$ cat config.mk
export PLATFORM = sky130hd
export DESIGN_NAME = counter_updown_param
export DESIGN_NICKNAME = d
export VERILOG_FILES = /design/src/rtl/counter_pkg.sv /design/src/rtl/counter_prescaler.sv /design/src/rtl/counter_updown_param.sv
export SDC_FILE = /design/constraint.sdc
export NUM_CORES = 1
export LEC_CHECK = 0
export ABC_AREA = 0
export CORE_MARGIN = 2
export CORE_UTILIZATION = 40
export DETAILED_ROUTE_END_ITERATION = 7
export PLACE_DENSITY = 0.8
export SLEW_MARGIN = 30
export SYNTH_ARGS = -nofsm -noshare
export SYNTH_HDL_FRONTEND = slang
export SYNTH_SLANG_ARGS = --single-unit
$ cat constraint.sdc
create_clock -name clk -period 1.7 [get_ports clk]
set_clock_uncertainty 0.15 [all_clocks]
set_input_delay 0.34 -clock clk [delete_from_list [all_inputs] [get_ports clk]]
set_output_delay 0.34 -clock clk [all_outputs]
set_load 0.005 [all_outputs]
$ cat src/rtl/counter_pkg.sv
// Shared constants and helpers for the parametrised up/down counter.
// Direction/mode encodings and the load-clamp function live here so every user agrees on them.
package counter_pkg;

  localparam logic DIR_DOWN  = 1'b0;
  localparam logic DIR_UP    = 1'b1;
  localparam logic MODE_WRAP = 1'b0;
  localparam logic MODE_SAT  = 1'b1;

  // Widest supported counter; helpers work one bit wider so 2**32 never truncates.
  localparam int CNT_MAX_W = 32;

  // Clamp a load value into 0..max_cnt (max_cnt is MODULO-1).
  function automatic logic [CNT_MAX_W:0] clamp_load(
    input logic [CNT_MAX_W:0] value,
    input logic [CNT_MAX_W:0] max_cnt
  );
    logic [CNT_MAX_W:0] result;
    result = value;
    if (value > max_cnt) begin
      result = max_cnt;
    end
    return result;
  endfunction

endpackage

$ cat src/rtl/counter_prescaler.sv
// Prescaler for counter_updown_param: counts enabled cycles and emits a tick
// on the enabled cycle where the count reaches PRESCALE-1, then restarts.
module counter_prescaler
  import counter_pkg::*;
#(
  parameter int PRESCALE = 4
) (
  input  logic clk,
  input  logic Reset,
  input  logic clr,
  input  logic en,
  output logic tick
);

  localparam int PW = (PRESCALE > 1) ? $clog2(PRESCALE) : 1;
  localparam logic [PW-1:0] LAST = PW'(PRESCALE - 1);

  logic [PW-1:0] cnt_q;
  logic [PW-1:0] cnt_d;

  assign tick = en && (cnt_q == LAST);

  always_comb begin
    cnt_d = cnt_q;
    if (clr) begin
      cnt_d = '0;
    end else if (en) begin
      cnt_d = tick ? '0 : cnt_q + 1'b1;
    end
  end

  always_ff @(posedge clk) begin
    if (Reset) begin
      cnt_q <= '0;
    end else begin
      cnt_q <= cnt_d;
    end
  end

endmodule

$ cat src/rtl/counter_updown_param.sv
// Parametrised up/down counter with modulus, clamped parallel load, wrap/saturate
// mode, registered OV/UF pulses and sticky flags. Optional prescaler: COUNTER_PRESCALE_EN.
module counter_updown_param
  import counter_pkg::*;
#(
  parameter int                WIDTH  = 8,
  parameter longint unsigned   MODULO = 64'd1 << WIDTH
`ifdef COUNTER_PRESCALE_EN
  ,
  parameter int                PRESCALE = 4
`endif
) (
  input  logic             clk,
  input  logic             Reset,
  input  logic             EN,
  input  logic             CLR,
  input  logic             LOAD,
  input  logic [WIDTH-1:0] load_value,
  input  logic             UP,
  input  logic             SAT,
  input  logic             FLAG_CLR,
  output logic [WIDTH-1:0] counter,
  output logic             OV,
  output logic             UF,
  output logic             OV_STK,
  output logic             UF_STK,
  output logic             TC
);

  // Range end held at WIDTH+1 bits so MODULO = 2**WIDTH stays exact.
  localparam logic [WIDTH:0] MAX_CNT = (WIDTH + 1)'(MODULO - 64'd1);

  logic [WIDTH-1:0] cnt_q, cnt_d;
  logic             ov_q, ov_d;
  logic             uf_q, uf_d;
  logic             ov_stk_q, ov_stk_d;
  logic             uf_stk_q, uf_stk_d;
  logic             step;

  logic [WIDTH:0]   cnt_ext;
  logic [WIDTH:0]   cnt_inc;
  logic [WIDTH:0]   cnt_dec;
  logic [WIDTH-1:0] load_clamped;

`ifdef COUNTER_PRESCALE_EN
  counter_prescaler #(
    .PRESCALE (PRESCALE)
  ) u_prescaler (
    .clk   (clk),
    .Reset (Reset),
    .clr   (CLR | LOAD),
    .en    (EN),
    .tick  (step)
  );
`else
  assign step = EN;
`endif

  assign cnt_ext      = {1'b0, cnt_q};
  assign cnt_inc      = cnt_ext + 1'b1;
  assign cnt_dec      = cnt_ext - 1'b1;
  assign load_clamped = WIDTH'(clamp_load((CNT_MAX_W + 1)'(load_value),
                                          (CNT_MAX_W + 1)'(MAX_CNT)));

  always_comb begin
    cnt_d    = cnt_q;
    ov_d     = 1'b0;
    uf_d     = 1'b0;
    ov_stk_d = ov_stk_q;
    uf_stk_d = uf_stk_q;

    if (FLAG_CLR) begin
      ov_stk_d = 1'b0;
      uf_stk_d = 1'b0;
    end

    if (CLR) begin
      cnt_d    = '0;
      ov_stk_d = 1'b0;
      uf_stk_d = 1'b0;
    end else if (LOAD) begin
      cnt_d = load_clamped;
    end else if (step) begin
      if (UP == DIR_UP) begin
        if (cnt_ext == MAX_CNT) begin
          cnt_d = (SAT == MODE_SAT) ? cnt_q : '0;
          ov_d  = 1'b1;
        end else begin
          cnt_d = cnt_inc[WIDTH-1:0];
        end
      end else begin
        if (cnt_ext == '0) begin
          cnt_d = (SAT == MODE_SAT) ? cnt_q : MAX_CNT[WIDTH-1:0];
          uf_d  = 1'b1;
        end else begin
          cnt_d = cnt_dec[WIDTH-1:0];
        end
      end
      // A new event beats a coincident FLAG_CLR.
      if (ov_d) ov_stk_d = 1'b1;
      if (uf_d) uf_stk_d = 1'b1;
    end
  end

  always_ff @(posedge clk) begin
    if (Reset) begin
      cnt_q    <= '0;
      ov_q     <= 1'b0;
      uf_q     <= 1'b0;
      ov_stk_q <= 1'b0;
      uf_stk_q <= 1'b0;
    end else begin
      cnt_q    <= cnt_d;
      ov_q     <= ov_d;
      uf_q     <= uf_d;
      ov_stk_q <= ov_stk_d;
      uf_stk_q <= uf_stk_d;
    end
  end

  assign counter = cnt_q;
  assign OV      = ov_q;
  assign UF      = uf_q;
  assign OV_STK  = ov_stk_q;
  assign UF_STK  = uf_stk_q;
  assign TC      = (UP == DIR_UP) ? (cnt_ext == MAX_CNT) : (cnt_ext == '0);

endmodule

# Yosys cells after proc, flatten, opt, wreduce, memory -nomap -nowiden
# Cells that the tools add are included.
[word_totals]
ff_bits = 12
[classes]
n_addsub = 2
reduce_logical = 5
n_bitwise = 1
n_eq_ne = 3
n_mux = 26
[op_table]
columns = ["operator", "count"]
rows = [
  ["8-bit two-way mux", 7],
  ["1-bit two-way mux", 19],
  ["9-bit logical NOT", 1],
  ["8-bit by 1-bit adder with 8-bit output, second input constant", 1],
  ["8-bit equality test, second input constant", 1],
  ["4-bit != test, second input constant", 2],
  ["8-bit by 1-bit subtractor with 8-bit output, second input constant", 1],
  ["4-bit OR reduction", 1],
  ["3-bit AND reduction", 1],
  ["2-bit nonzero test", 1],
  ["2-bit OR reduction", 1],
  ["1-bit inverter", 1],
]

# Depth between registers and ports, before layout
[logic_depth]
ltp_word = 9
ltp_mapped = 8
ltp_nobuf = 7

# Worst setup path before layout
# Ideal clock, no wire load.
[synth_timing]
kind = "register to register"
start = "register cnt_q[0], in the netlist counter[0]"
end = "register cnt_q[0], in the netlist counter[0]"
required_time_ps = 1432
slack_ps = -236
arrival_time_ps = 1669
path_buffers = 1
stages_incl_launch_ff = 9
setup_ps = 118
cell_sequence = "dfxtp_1 buf_2 inv_1 ha_1 nor4b_1 and2_4 o21ai_4 a21o_1 o2111a_1"
[synth_between]
elab_chain_len = 5
[synth_rtl]
columns = ["item", "line", "source"]
rows = [
  ["start, declared", "counter_updown_param.sv:33", "logic [WIDTH-1:0] cnt_q, cnt_d;"],
  ["start signal, assigned", "counter_updown_param.sv:113", "cnt_q <= cnt_d;"],
  ["8-bit by 1-bit subtractor with 8-bit output, or another cell as far along", "counter_updown_param.sv:61", "assign cnt_dec = cnt_ext - 1'b1;"],
  ["8-bit two-way mux (on tied branches)", "counter_updown_param.sv:92, counter_updown_param.sv:85", ""],
  ["8-bit two-way mux", "counter_updown_param.sv:84", "if (UP == DIR_UP) begin"],
  ["8-bit two-way mux", "counter_updown_param.sv:83", "end else if (step) begin"],
  ["8-bit two-way mux", "counter_updown_param.sv:81", "end else if (LOAD) begin"],
]
# Parallel ways exist; a longest one is shown, timed or not. The select of a mux whose other input is x is not followed.
# A chain may end at the register's enable or synchronous reset.

# Final worst setup path
[layout_timing]
start = "register cnt_q[0], in the netlist counter[0]"
end = "register cnt_q[1], in the netlist counter[1]"
# The elaborated chain is that of the path after synthesis.

==> flow_summary.toml <==
[finish]
area_growth_pct = 83.31
regArea_um2 = 262.8
multi_input_area_um2 = 783.3
mostFrequentLayoutCell = "buf_4"
layout_common_cells = "buf_4, clkdlybuf4s50_1, buf_6"
fin_area_um2 = 1773
finalNonFillerCells = 217
antennaDiodeCount = 0
drive_above_1_share = 0.4497
final_nets = 209
fillers = 152

[synthesis]
netlist_area_um2 = 967.2
syn_area_per_cell_um2 = 7.928
synthCells = 122
synth_seq_cells = 12
yosysUniqueCellTypes = 47
yosysWarnings = 0
syn_nets = 141
seq_area_frac_synth = 0.2484

[clock_network]
cts_tree = "built"
cts_buffers = 3
root_buffer = "clkbuf_4"
cts_sinks = 12
cts_hold_buf = 0
h-tree-depth = 1
clock_latency_ns = 0.28
path_clk_slew_ns = 0.08
clock_path_buffers = 2

[power]
p_comb_frac = 0.405
power_frac_clock = 0.261
p_int_mw = 0.6203
leakage_nw = 0.7811
p_seq_frac = 0.334
max-vdd-ir-drop_v = 0.0004289
swShare = 0.3200
p_per_area_nw_per_um2 = 514.5
p_sw_mw = 0.2919
power_mw = 0.9122

[timing]
rsz0062_at_grt = "true"
maxSlewHeadroom = 0.7669
setup_violations = 9
fin_crit_sh = 1.192
min_period_ns = 2.027
fmax_mhz = 493.3
slew_violations = 0
tightestPinTransition_ns = 0.3442
layout_setup_ws_ns = -0.3272
hold_viol = 0
holdWs_ns = 0.3085

[drt]
ant_nets = 0
wl_per_cell_um = 18.43
drc = 0
top_layer = "met4"
first_pass_iters = 4
route.met2.wl_um = 1946
vias = 1341
wl_met1_um = 1534
drt-total-wl_um = 3999
wl_met3_um = 325
drt_iter0_drc = 74
avgViaCountPerCell = 6.180

[global_route]
grt_usage = 0.3056
antenna_found_initial = 0
grt_pass1_vias = 1327
grt_pass1_wl_um = 6127
overflow = 0
grt_max_degree = 13

[floorplanning]
initial_core_util = 0.4290
die_h_um = 53.17
core-area_um2 = 2255
dieArea_um2 = 2827
die_x_um = 53.17
ios = 29
rows = 17

[worst_setup_path]
critPathMaxStageDelay_ns = 0.36
crit_family = "compound AO/OA/AOI/OAI gates"
worstPathArrival_ns = 2.06
end_kind = "register"
cp-start-kind = "register"
worstPathRequired_ns = 1.73
crit_type = "reg2reg"
path_cells = "buf_6 > inv_4 > ha_4 > nor4b_4 > buf_4 > and2_4 > o21ai_4 > buf_6 > a21oi_2 > o221a_1"
crit_fanout = 8
cp_common_cell = "buf_6"
slowest_stage = "dfxtp_4"
path_buf_inv = 4

[placed_design]
post_dp_cell_area_um2 = 1530
place_congestion = 0.9762
hpwlAfterDp_um = 2545
portBuffers = 28
placed_cells = 203

[run]
max-cap-violations = 0

[run_status]
failed_checks = "setup timing"
outcome = "finished with violations"

[hold_path]
min_path_type = "reg2reg"
cell usage after synthesis (all sizes together):
library cell	number	area [um2]
a221oi	2	17.52
nand2	8	30.03
a21oi	10	50.05
o221a	1	11.26
buf	5	36.28
inv	7	26.28
or3	1	6.260
o2111a	1	11.26
a311o	1	10.01
o311ai	1	8.760
nand3	3	15.01
o211ai	1	7.510
o21a	1	7.510
nor4	2	27.53
mux2	1	11.26
o21ai	8	51.30
a211oi	3	22.52
and2	1	8.760
nor2b	6	37.54
o221ai	2	17.52
or2	3	18.77
and3	3	20.02
o211a	1	10.01
dfxtp	12	240.2
a21o	4	30.03
nor2	11	41.29
nor3	5	36.29
nor4b	2	17.52
a2bb2oi	1	8.760
a211o	1	10.01
nand2b	1	6.260
a311oi	1	8.760
xnor2	1	8.760
nand4	3	25.02
a31o	2	17.52
o41ai	1	8.760
ha	3	37.54
clkbuf	2	7.510
sequential cells by signal (all words and copies together), names as in the netlist:
register  flops
OV            1
UF            1
counter       8
OV_STK        1
UF_STK        1
layout make-up:
| type | count | share of cell area |
|---|---|---|
| multi-input combinational | 96 | 0.4418 |
| inverter | 7 | 0.01764 |
| clock buffer | 4 | 0.02047 |
| tap | 28 | 0.01976 |
| timing repair buffer | 70 | 0.3522 |
| sequential | 12 | 0.1482 |
final timing paths:
path	startpoint	end	slack, ns	cells past startpoint
min	OV_STK	OV_STK	0.31	1
max	counter[0]	counter[1]	-0.33	10
min reg2reg	OV_STK	OV_STK	0.31	1
max reg2reg	counter[0]	counter[1]	-0.33	10
stage by stage:
step	TNS, ns	worst slack (ns)	utilization
5_1_grt	-2.882	-0.3781	0.7863
3_3_place_gp	-4.796	-0.7148	0.6787
3_5_place_dp	-5.237	-0.7263	0.6787
6_report	-2.221	-0.3272	0.7863
4_1_cts	-2.397	-0.3171	0.7863
2_1_floorplan	-0.06759	-0.02921	-
per-layer routing:
metal / vias to the layer above / GRT usage
li1: 594 / -
met1: 638 / 0.3591
met2: 84 / 0.5208
met3: 25 / 0.05367
met4: 0 / 0.1667
met5: - / 0
kinds of logic (layout without fill, tap and decap cells):
kind of cell / count (synthesis) / after routing / synth area share
AOI/OAI and AO/OA: 42 / 42 / 0.3196
muxes: 1 / 1 / 0.01164
xor gates and xnor gates: 1 / 1 / 0.009057
buffers and inverters: 14 / 81 / 0.07245
and+or+nand+nor: 49 / 49 / 0.3002
DFF: 12 / 12 / 0.2484
adders and majority gates: 3 / 3 / 0.03881
power by group through the flow:
stage	sequential [mW]	combinational (mW)	clock [mW]
after floorplan	0.313	0.151	0
after global placement	0.313	0.294	0
after detailed placement	0.313	0.302	0
after CTS	0.304	0.362	0.246
after global routing	0.306	0.390	0.258
final	0.305	0.369	0.238
repair_timing:
| item | CTS | global route |
|---|---|---|
| setup buffers | 14 | 1 |
| pin swaps | 10 | 8 |
| resized for setup | 49 | 12 |
| setup endpoints to repair | 17 | 13 |
Note: power is estimated with default switching activity, not from simulation.
